<file path="src/rtl/gemm_stream_ctrl.sv">
`default_nettype none
// ============================================================================
// Module   : gemm_stream_ctrl
// Brief    : GEMM DMA-stream sequencer. It handles parameter-bank loads and
//            source-block capture, then drains result frames with a last flag
//            and a batch-complete pulse. Define GEMM_STREAM_ERR_EN to add a
//            sticky err output.
// Revision : 1.0
// ============================================================================
module gemm_stream_ctrl #(
  parameter int  SRC_DEPTH = 16,
  parameter int  DST_DEPTH = 8,
  parameter int  PRM_BANKS = 4,
  parameter int  PRM_DEPTH = 8,
  parameter int  BW        = 8,
  localparam int SAW       = $clog2(SRC_DEPTH),
  localparam int DAW       = $clog2(DST_DEPTH),
  localparam int PAW       = $clog2(PRM_DEPTH)
) (
  input  logic                 clk,
  input  logic                 reset,
  input  logic                 matw,
  input  logic                 run,
  input  logic [BW-1:0]        nbatch,
  input  logic                 src_valid,
  output logic                 src_ready,
  output logic                 s_init,
  input  logic                 s_fin,
  output logic                 src_v,
  output logic [SAW-1:0]       src_a,
  output logic [PRM_BANKS-1:0] prm_v,
  output logic [PAW-1:0]       prm_a,
  output logic                 dst_v,
  output logic [DAW-1:0]       dst_a,
  output logic                 dst_valid,
  input  logic                 dst_ready,
  output logic                 dst_last,
  output logic                 batch_done
`ifdef GEMM_STREAM_ERR_EN
  ,
  output logic                 err
`endif
);

  localparam int             PSW         = (PRM_BANKS > 1) ? $clog2(PRM_BANKS) : 1;
  localparam logic [SAW-1:0] c_sa_last   = SAW'(SRC_DEPTH - 1);
  localparam logic [DAW-1:0] c_da_last   = DAW'(DST_DEPTH - 1);
  localparam logic [PAW-1:0] c_pa_last   = PAW'(PRM_DEPTH - 1);
  localparam logic [PSW-1:0] c_psel_last = PSW'(PRM_BANKS - 1);

  typedef enum logic [0:0] {S_LOAD = 1'b0, S_WAIT = 1'b1} src_state_t;

  src_state_t     state_q, state_d;
  logic [SAW-1:0] sa_q, sa_d;
  logic [DAW-1:0] da_q, da_d;
  logic [PAW-1:0] pa_q, pa_d;
  logic [PSW-1:0] psel_q, psel_d;
  logic [BW-1:0]  bcnt_q, bcnt_d;
  logic           active_q, active_d;
  logic           dst_valid_q, dst_valid_d;
  logic           dst_last_q, dst_last_d;
  logic           src_en, last_rd, arm, accept_last;
  logic [BW-1:0]  nb_last;
`ifdef GEMM_STREAM_ERR_EN
  logic           err_q, err_d;
`endif

  always_comb begin
    src_en      = run & ~matw;
    src_ready   = matw | (state_q == S_LOAD);
    src_v       = src_en & (state_q == S_LOAD) & src_valid;
    src_a       = sa_q;
    s_init      = src_v & (sa_q == c_sa_last);
    prm_v       = '0;
    if (matw && src_valid) prm_v[psel_q] = 1'b1;
    prm_a       = pa_q;
    dst_v       = active_q & dst_ready;
    dst_a       = da_q;
    dst_valid   = dst_valid_q;
    dst_last    = dst_last_q;
    last_rd     = dst_v & (da_q == c_da_last);
    // A finish pulse on the final read of a frame chains the next frame.
    arm         = run & s_fin & (~active_q | last_rd);
    accept_last = dst_valid_q & dst_ready & dst_last_q;
    nb_last     = (nbatch == '0) ? '0 : nbatch - 1'b1;
    batch_done  = accept_last & (bcnt_q == nb_last);

    pa_d   = pa_q;
    psel_d = psel_q;
    if (!matw) begin
      pa_d   = '0;
      psel_d = '0;
    end else if (src_valid) begin
      if (pa_q == c_pa_last) begin
        pa_d   = '0;
        psel_d = (psel_q == c_psel_last) ? '0 : psel_q + 1'b1;
      end else begin
        pa_d = pa_q + 1'b1;
      end
    end

    state_d = state_q;
    sa_d    = sa_q;
    if (!src_en) begin
      state_d = S_LOAD;
      sa_d    = '0;
    end else begin
      case (state_q)
        S_LOAD: if (src_valid) begin
          if (sa_q == c_sa_last) begin
            sa_d    = '0;
            state_d = S_WAIT;
          end else begin
            sa_d = sa_q + 1'b1;
          end
        end
        S_WAIT:  if (s_fin) state_d = S_LOAD;
        default: state_d = S_LOAD;
      endcase
    end

    active_d = active_q;
    da_d     = da_q;
    if (dst_v) begin
      if (da_q == c_da_last) begin
        active_d = 1'b0;
        da_d     = '0;
      end else begin
        da_d = da_q + 1'b1;
      end
    end
    if (arm) begin
      active_d = 1'b1;
      da_d     = '0;
    end

    // Output beat stage mirrors the buffer read one cycle later; it stalls with the sink.
    dst_valid_d = dst_valid_q;
    dst_last_d  = dst_last_q;
    if (dst_ready) begin
      dst_valid_d = dst_v;
      dst_last_d  = last_rd;
    end

    bcnt_d = bcnt_q;
    if (accept_last) bcnt_d = (bcnt_q == nb_last) ? '0 : bcnt_q + 1'b1;

    if (!run) begin
      active_d    = 1'b0;
      da_d        = '0;
      dst_valid_d = 1'b0;
      dst_last_d  = 1'b0;
      bcnt_d      = '0;
    end
`ifdef GEMM_STREAM_ERR_EN
    err_d = err_q
          | (s_fin & active_q & ~last_rd)
          | (run & s_fin & (state_q == S_LOAD))
          | (src_en & src_valid & (state_q == S_WAIT));
    if (!run) err_d = 1'b0;
`endif
  end

`ifdef GEMM_STREAM_ERR_EN
  assign err = err_q;
`endif

  always_ff @(posedge clk or posedge reset) begin
    if (reset) begin
      state_q     <= S_LOAD;
      sa_q        <= '0;
      da_q        <= '0;
      pa_q        <= '0;
      psel_q      <= '0;
      bcnt_q      <= '0;
      active_q    <= 1'b0;
      dst_valid_q <= 1'b0;
      dst_last_q  <= 1'b0;
`ifdef GEMM_STREAM_ERR_EN
      err_q       <= 1'b0;
`endif
    end else begin
      state_q     <= state_d;
      sa_q        <= sa_d;
      da_q        <= da_d;
      pa_q        <= pa_d;
      psel_q      <= psel_d;
      bcnt_q      <= bcnt_d;
      active_q    <= active_d;
      dst_valid_q <= dst_valid_d;
      dst_last_q  <= dst_last_d;
`ifdef GEMM_STREAM_ERR_EN
      err_q       <= err_d;
`endif
    end
  end

endmodule
`default_nettype wire

</file>
<file path="config.mk">
export PLATFORM = sky130hd
export DESIGN_NAME = gemm_stream_ctrl
export DESIGN_NICKNAME = d
export VERILOG_FILES = /design/src/rtl/gemm_stream_ctrl.sv
export SDC_FILE = /design/constraint.sdc
export NUM_CORES = 1
export LEC_CHECK = 0
export ABC_AREA = 1
export ABC_CLOCK_PERIOD_IN_PS = 1800
export CORE_MARGIN = 2
export CORE_UTILIZATION = 36
export DETAILED_ROUTE_END_ITERATION = 10
export SLEW_MARGIN = 10
export SYNTH_ARGS = -nofsm -noshare
export SYNTH_HDL_FRONTEND = slang
export SYNTH_SLANG_ARGS = --single-unit
</file>
<file path="constraint.sdc">
create_clock -name clk -period 1.8 [get_ports clk]
set_input_delay 0.36 -clock clk [delete_from_list [all_inputs] [get_ports clk]]
set_output_delay 0.36 -clock clk [all_outputs]
set_load 0.01 [all_outputs]
</file>
# Yosys cells after proc, flatten, opt, wreduce, memory -nomap -nowiden
# Cells that the tools add are included.
[word_totals] register_bits=24 word_cells=87
[op_classes] addsub=6 magnitude_cmp=2 n_eq_ne=13 muxes=35 n_bitwise=16 n_reduce_logical=6
[op_table] cell="8-bit two-way mux" count=4
[op_table] cell="3-bit two-way mux" count=7
[op_table] cell="4-bit two-way mux" count=5
[op_table] cell="1-bit two-way mux" count=13
[op_table] cell="1-bit bitwise AND" count=11
[op_table] cell="8-bit by 1-bit adder with 8-bit output (second input constant)" count=1
[op_table] cell="8-bit equality test" count=1
[op_table] cell="8-bit zero test" count=1
[op_table] cell="2-bit two-way mux" count=4
[op_table] cell="2-bit by 1-bit != test with 1-bit output (second input constant)" count=4
[op_table] cell="8-bit by 1-bit subtractor with 8-bit output (second input constant)" count=1
[op_table] cell="3-bit by 1-bit adder with 3-bit output (second input constant)" count=2
[op_table] cell="3-bit equality test (second input constant)" count=2
[op_table] cell="3-bit by 1-bit != test with 1-bit output (second input constant)" count=2
[op_table] cell="2-bit AND reduction" count=3
[op_table] cell="4-bit by 1-bit adder with 4-bit output (second input constant)" count=1
[op_table] cell="4-bit equality test (second input constant)" count=1
[op_table] cell="2-bit != test (second input constant)" count=2
[op_table] cell="2-bit by 3-bit less-than comparator with 1-bit output (second input constant)" count=1
[op_table] cell="1-bit inverter" count=3
[op_table] cell="2-bit by 1-bit adder with 2-bit output (second input constant)" count=1
[op_table] cell="1-bit demux with 2-bit select" count=1
[op_table] cell="2-bit equality test (second input constant)" count=1
[op_table] cell="2-bit by 1-bit >= comparator with 1-bit output (second input constant)" count=1
[op_table] cell="3 further kinds" count=5

# Logic depth before layout (Yosys ltp)
[logic_depth] word_depth=6 depth_mapped=14 depth_no_buf=14

# Worst setup path after synthesis
# OpenSTA, ideal clock, no wires.
[synth_timing] path_kind="input to output" start="input port nbatch[0]" end="output port batch_done" t_arrival_ns=1.601 t_required_ns=1.440 slack_ns=-0.161 path_stages=11 cell_sequence="inv_1 ha_1 nand2_1 nor2_4 nand2_4 nand2_2 xor2_1 nand2_1 nor2_2 nand2_2 nor2_2"
[synth_between] elab_chain_len=4
[synth_lines] item="start, declared" line_no="24" source="input logic [BW-1:0] nbatch,"
[synth_lines] item="8-bit by 1-bit subtractor with 8-bit output or 8-bit zero test (tied branches)" line_no="85" source="nb_last = (nbatch == '0) ? '0 : nbatch - 1'b1;"
[synth_lines] item="8-bit two-way mux (*)" line_no="85"
[synth_lines] item="8-bit equality test (*)" line_no="86" source="batch_done = accept_last & (bcnt_q == nb_last);"
[synth_lines] item="1-bit bitwise AND (*)" line_no="86"
[synth_lines] item="end, declared" line_no="38" source="output logic batch_done"
# Every way passes the cells marked *; elsewhere a longest branch is shown, timed or not.

# Worst setup path after layout
# Ends and elaborated chain as after synthesis.

==> load_flow_metrics.sql <==
INSERT INTO impl_metrics (metric_group, metric, value, unit) VALUES
('clocking', 'cts_tree', 'built', ''),
('synth', 'synth_warn', '0', ''),
('critical_path', 'timing.critical_path.arrival', '1.66', 'ns'),
('sta', 'period_share', '1.12', ''),
('detailed_routing', 'detail_route.vias_per_cell', '4.57', ''),
('synth', 'netlist_instances', '250', ''),
('global_route', 'grt_max_degree', '25', ''),
('power', 'power.leakage', '0.00138', 'µW'),
('floorplan', 'die_area', '5320', 'µm²'),
('sta', 'timing.final.crit_period', '2.02', 'ns'),
('synth', 'most_used_dff_post_synth', 'sky130_fd_sc_hd__dfrtp_1', ''),
('detailed_routing', 'met1Wirelength', '1930', 'µm'),
('sta', 'max-slew-margin-rel', '0.791', ''),
('critical_path', 'critical_path_required', '1.44', 'ns'),
('cells_and_area', 'final.fill_count', '459', ''),
('synth', 'post_synth.cell_area_avg', '6.85', 'µm²'),
('critical_path', 'crit_path_leading_delay_family', 'simple AND/OR/NAND/NOR gates', ''),
('place', 'detailedPlacementHpwl', '3010', 'µm'),
('critical_path', 'r2r_end', 'dst_a[1]$_DFFE_PP0P_', ''),
('clocking', 'htreeDepth', '1', ''),
('run_status', 'failed_checks', 'setup timing', ''),
('synth', 'synth_edf_count', '0', ''),
('clocking', 'tritoncts.num_buffers', '3', ''),
('detailed_routing', 'remaining_drc_errors', '0', ''),
('critical_path', 'setup.worst_path.class', 'input pin to primary output', ''),
('detailed_routing', 'drt_iter0_drc', '56', ''),
('run', 'max_cap_viol_count', '0', ''),
('cells_and_area', 'syn_to_final_growth', '55.7', '%'),
('critical_path', 'r2r_start', 'dst_a[0]$_DFFE_PP0P_', ''),
('synth', 'synthArstFlopShare', '1.00', ''),
('sta', 'worst_pin_slew', '0.314', 'ns'),
('power', 'vdd_ir_drop_max', '317', 'µV'),
('clocking', 'clkLatencyLatePin', '0.26', 'ns'),
('critical_path', 'crit_buf_inv', '5', ''),
('critical_path', 'worstSetupStartpointType', 'input pin', ''),
('cells_and_area', 'most-common-layout-cells', '71 x sky130_fd_sc_hd__nand2_1, 51 x sky130_fd_sc_hd__buf_4, 36 x sky130_fd_sc_hd__inv_1, 24 x sky130_fd_sc_hd__dfrtp_1, 23 x sky130_fd_sc_hd__nand3_1', ''),
('synth', 'netlist_area', '1710', 'µm²'),
('sta', 'grt_setup_unrepaired', 'true', ''),
('floorplan', 'pin_count', '36', ''),
('place', 'place.port_buffers', '35', ''),
('clocking', 'clock-sinks', '24', ''),
('clocking', 'hold_buffers', '0', ''),
('critical_path', 'path_cells', 'buf_6 > clkinvlp_4 > ha_4 > buf_6 > xor2_2 > nand2_1 > nand2_1 > nand2_1 > inv_1 > nand2_1 > nor2_2 > nand2_2 > nor2_4 > buf_6', ''),
('synth', 'synth_cell_types', '25', ''),
('global_route', 'grt_first_pass_wirelength', '7220', 'µm'),
('global_route', 'antenna_found_initial', '0', ''),
('floorplan', 'fp-row-count', '25', ''),
('clocking', 'clk_pin_slew_worst_paths', '0.09', 'ns'),
('sta', 'setup_viol', '1', ''),
('detailed_routing', 'wl_met2', '1950', 'µm'),
('place', 'globalplace.congestion', '0.810', ''),
('run_status', 'run_status', 'finished, violations left', ''),
('critical_path', 'timing.critical_path.mode_cell', 'sky130_fd_sc_hd__nand2_1', ''),
('global_route', 'first_global_vias', '1726', ''),
('detailed_routing', 'vias', '1801', ''),
('critical_path', 'setup.reg_to_reg.worst_slack', '0.22', 'ns'),
('sta', 'hold_slack', '0.433', 'ns'),
('worst_hold_path', 'hold_path_class', 'input pin to asynchronous set/reset pin', ''),
('global_route', 'global_route.usage.total', '0.167', ''),
('critical_path', 'critPathMaxFanout', '3', ''),
('global_route', 'gr-total-overflow', '0', ''),
('sta', 'layout_setup_ws', '-0.223', 'ns'),
('clocking', 'cts_root_buf', 'sky130_fd_sc_hd__clkbuf_8', ''),
('detailed_routing', 'drt-total-wl', '4040', 'µm'),
('sta', 'skew', '0.000846', 'ns'),
('synth', 'total_nets_after_synthesis', '276', ''),
('cells_and_area', 'fin_nets', '367', ''),
('cells_and_area', 'antennaDiodeCount', '0', ''),
('detailed_routing', 'highest-signal-layer', 'met4', ''),
('floorplan', 'design.core.area', '4660', 'µm²'),
('sta', 'timing.setup.tns', '-0.223', 'ns');
## worst max path at each step
| stage | start | to | depth (start not counted) |
|---|---|---|---|
| after floorplan | nbatch[0] | batch_done | 11 |
| final | nbatch[0] | batch_done | 14 |
| after CTS | nbatch[0] | batch_done | 13 |
| after global placement | nbatch[0] | batch_done | 15 |
| after global routing | nbatch[2] | batch_done | 13 |
| after detailed placement | nbatch[0] | batch_done | 15 |
## layout make-up
cell class              count  area, µm²  area share
clock buffers               3       41.3      0.0155
well taps                  54       67.6      0.0254
clock inverters             1       30.0      0.0113
multi-input cells         182       1030       0.387
repair buffers             87        729       0.274
flip-flops and latches     24        601       0.225
inverters                  43        165      0.0620
## state kept, by name, indices dropped and copies added, names as in the netlist
| signal | cells |
|---|---|
| dst_last | 1 |
| bcnt_q | 8 |
| active_q | 1 |
| dst_valid | 1 |
| dst_a | 3 |
| src_a | 4 |
| state_q | 1 |
| prm_a | 3 |
| psel_q | 2 |
## metal layers
| metal | global-route usage | up-vias |
|---|---|---|
| met3 | 0.0180 | 4 |
| li1 | - | 964 |
| met5 | 0 | - |
| met1 | 0.227 | 802 |
| met4 | 0.0453 | 0 |
| met2 | 0.284 | 31 |
## power breakdown
part           total [µW]  leakage, µW  switching (µW)  internal [µW]
Sequential            569     0.000329            14.2            555
Clock                 471    0.0000357             174            297
Combinational         289      0.00101             147            142
## worst min-delay path: cells and delay by family
family | cells | cell delay [ns]
buffers and inverters | 3 | 0.73
## cells in the mapped netlist, types with 2 or more instances
library cell,instances,area share
sky130_fd_sc_hd__ha_1,11,0.080
sky130_fd_sc_hd__nand3_1,25,0.073
sky130_fd_sc_hd__xor2_1,5,0.026
sky130_fd_sc_hd__nand4_1,5,0.018
sky130_fd_sc_hd__nor2_2,4,0.015
sky130_fd_sc_hd__dfrtp_1,24,0.35
sky130_fd_sc_hd__a21oi_1,3,0.0088
sky130_fd_sc_hd__inv_1,43,0.094
sky130_fd_sc_hd__nand2_1,74,0.16
sky130_fd_sc_hd__o32ai_1,2,0.010
sky130_fd_sc_hd__o21ai_0,11,0.032
sky130_fd_sc_hd__nand2_2,2,0.0073
sky130_fd_sc_hd__nor3_1,2,0.0058
sky130_fd_sc_hd__xnor2_1,3,0.015
sky130_fd_sc_hd__nor2_1,26,0.057
## logic make-up after synthesis
family                   Yosys count  share of synthesized area
XOR/XNOR                           8                     0.0409
AND/OR/NAND/NOR                  143                      0.364
adder cells (fa/ha/maj)           11                     0.0804
buffers and inverters             44                     0.0965
AO/OA/AOI/OAI                     20                     0.0673
flip-flops                        24                      0.351
## per-stage QoR
step           total power, µW  utilization  std cells  area, µm²  setup slack, ns
2_1_floorplan              706            -        250       1730          -0.0229
3_3_place_gp               851        0.530        381       2470            -1.05
3_5_place_dp               851        0.530        381       2470            -1.06
4_1_cts                   1330        0.563        392       2630           -0.264
5_1_grt                   1410        0.572        394       2670           -0.350
6_report                  1330        0.572        394       2670           -0.223
## timing repair
item,4_1_cts,5_1_grt
endpoints found under the hold margin,0,0
cloned,0,0
buffers inserted,7,2
endpoints found under the setup margin,17,7
pin swaps,15,8
resized for setup,62,12
Note: power is estimated with default switching activity, not from simulation.
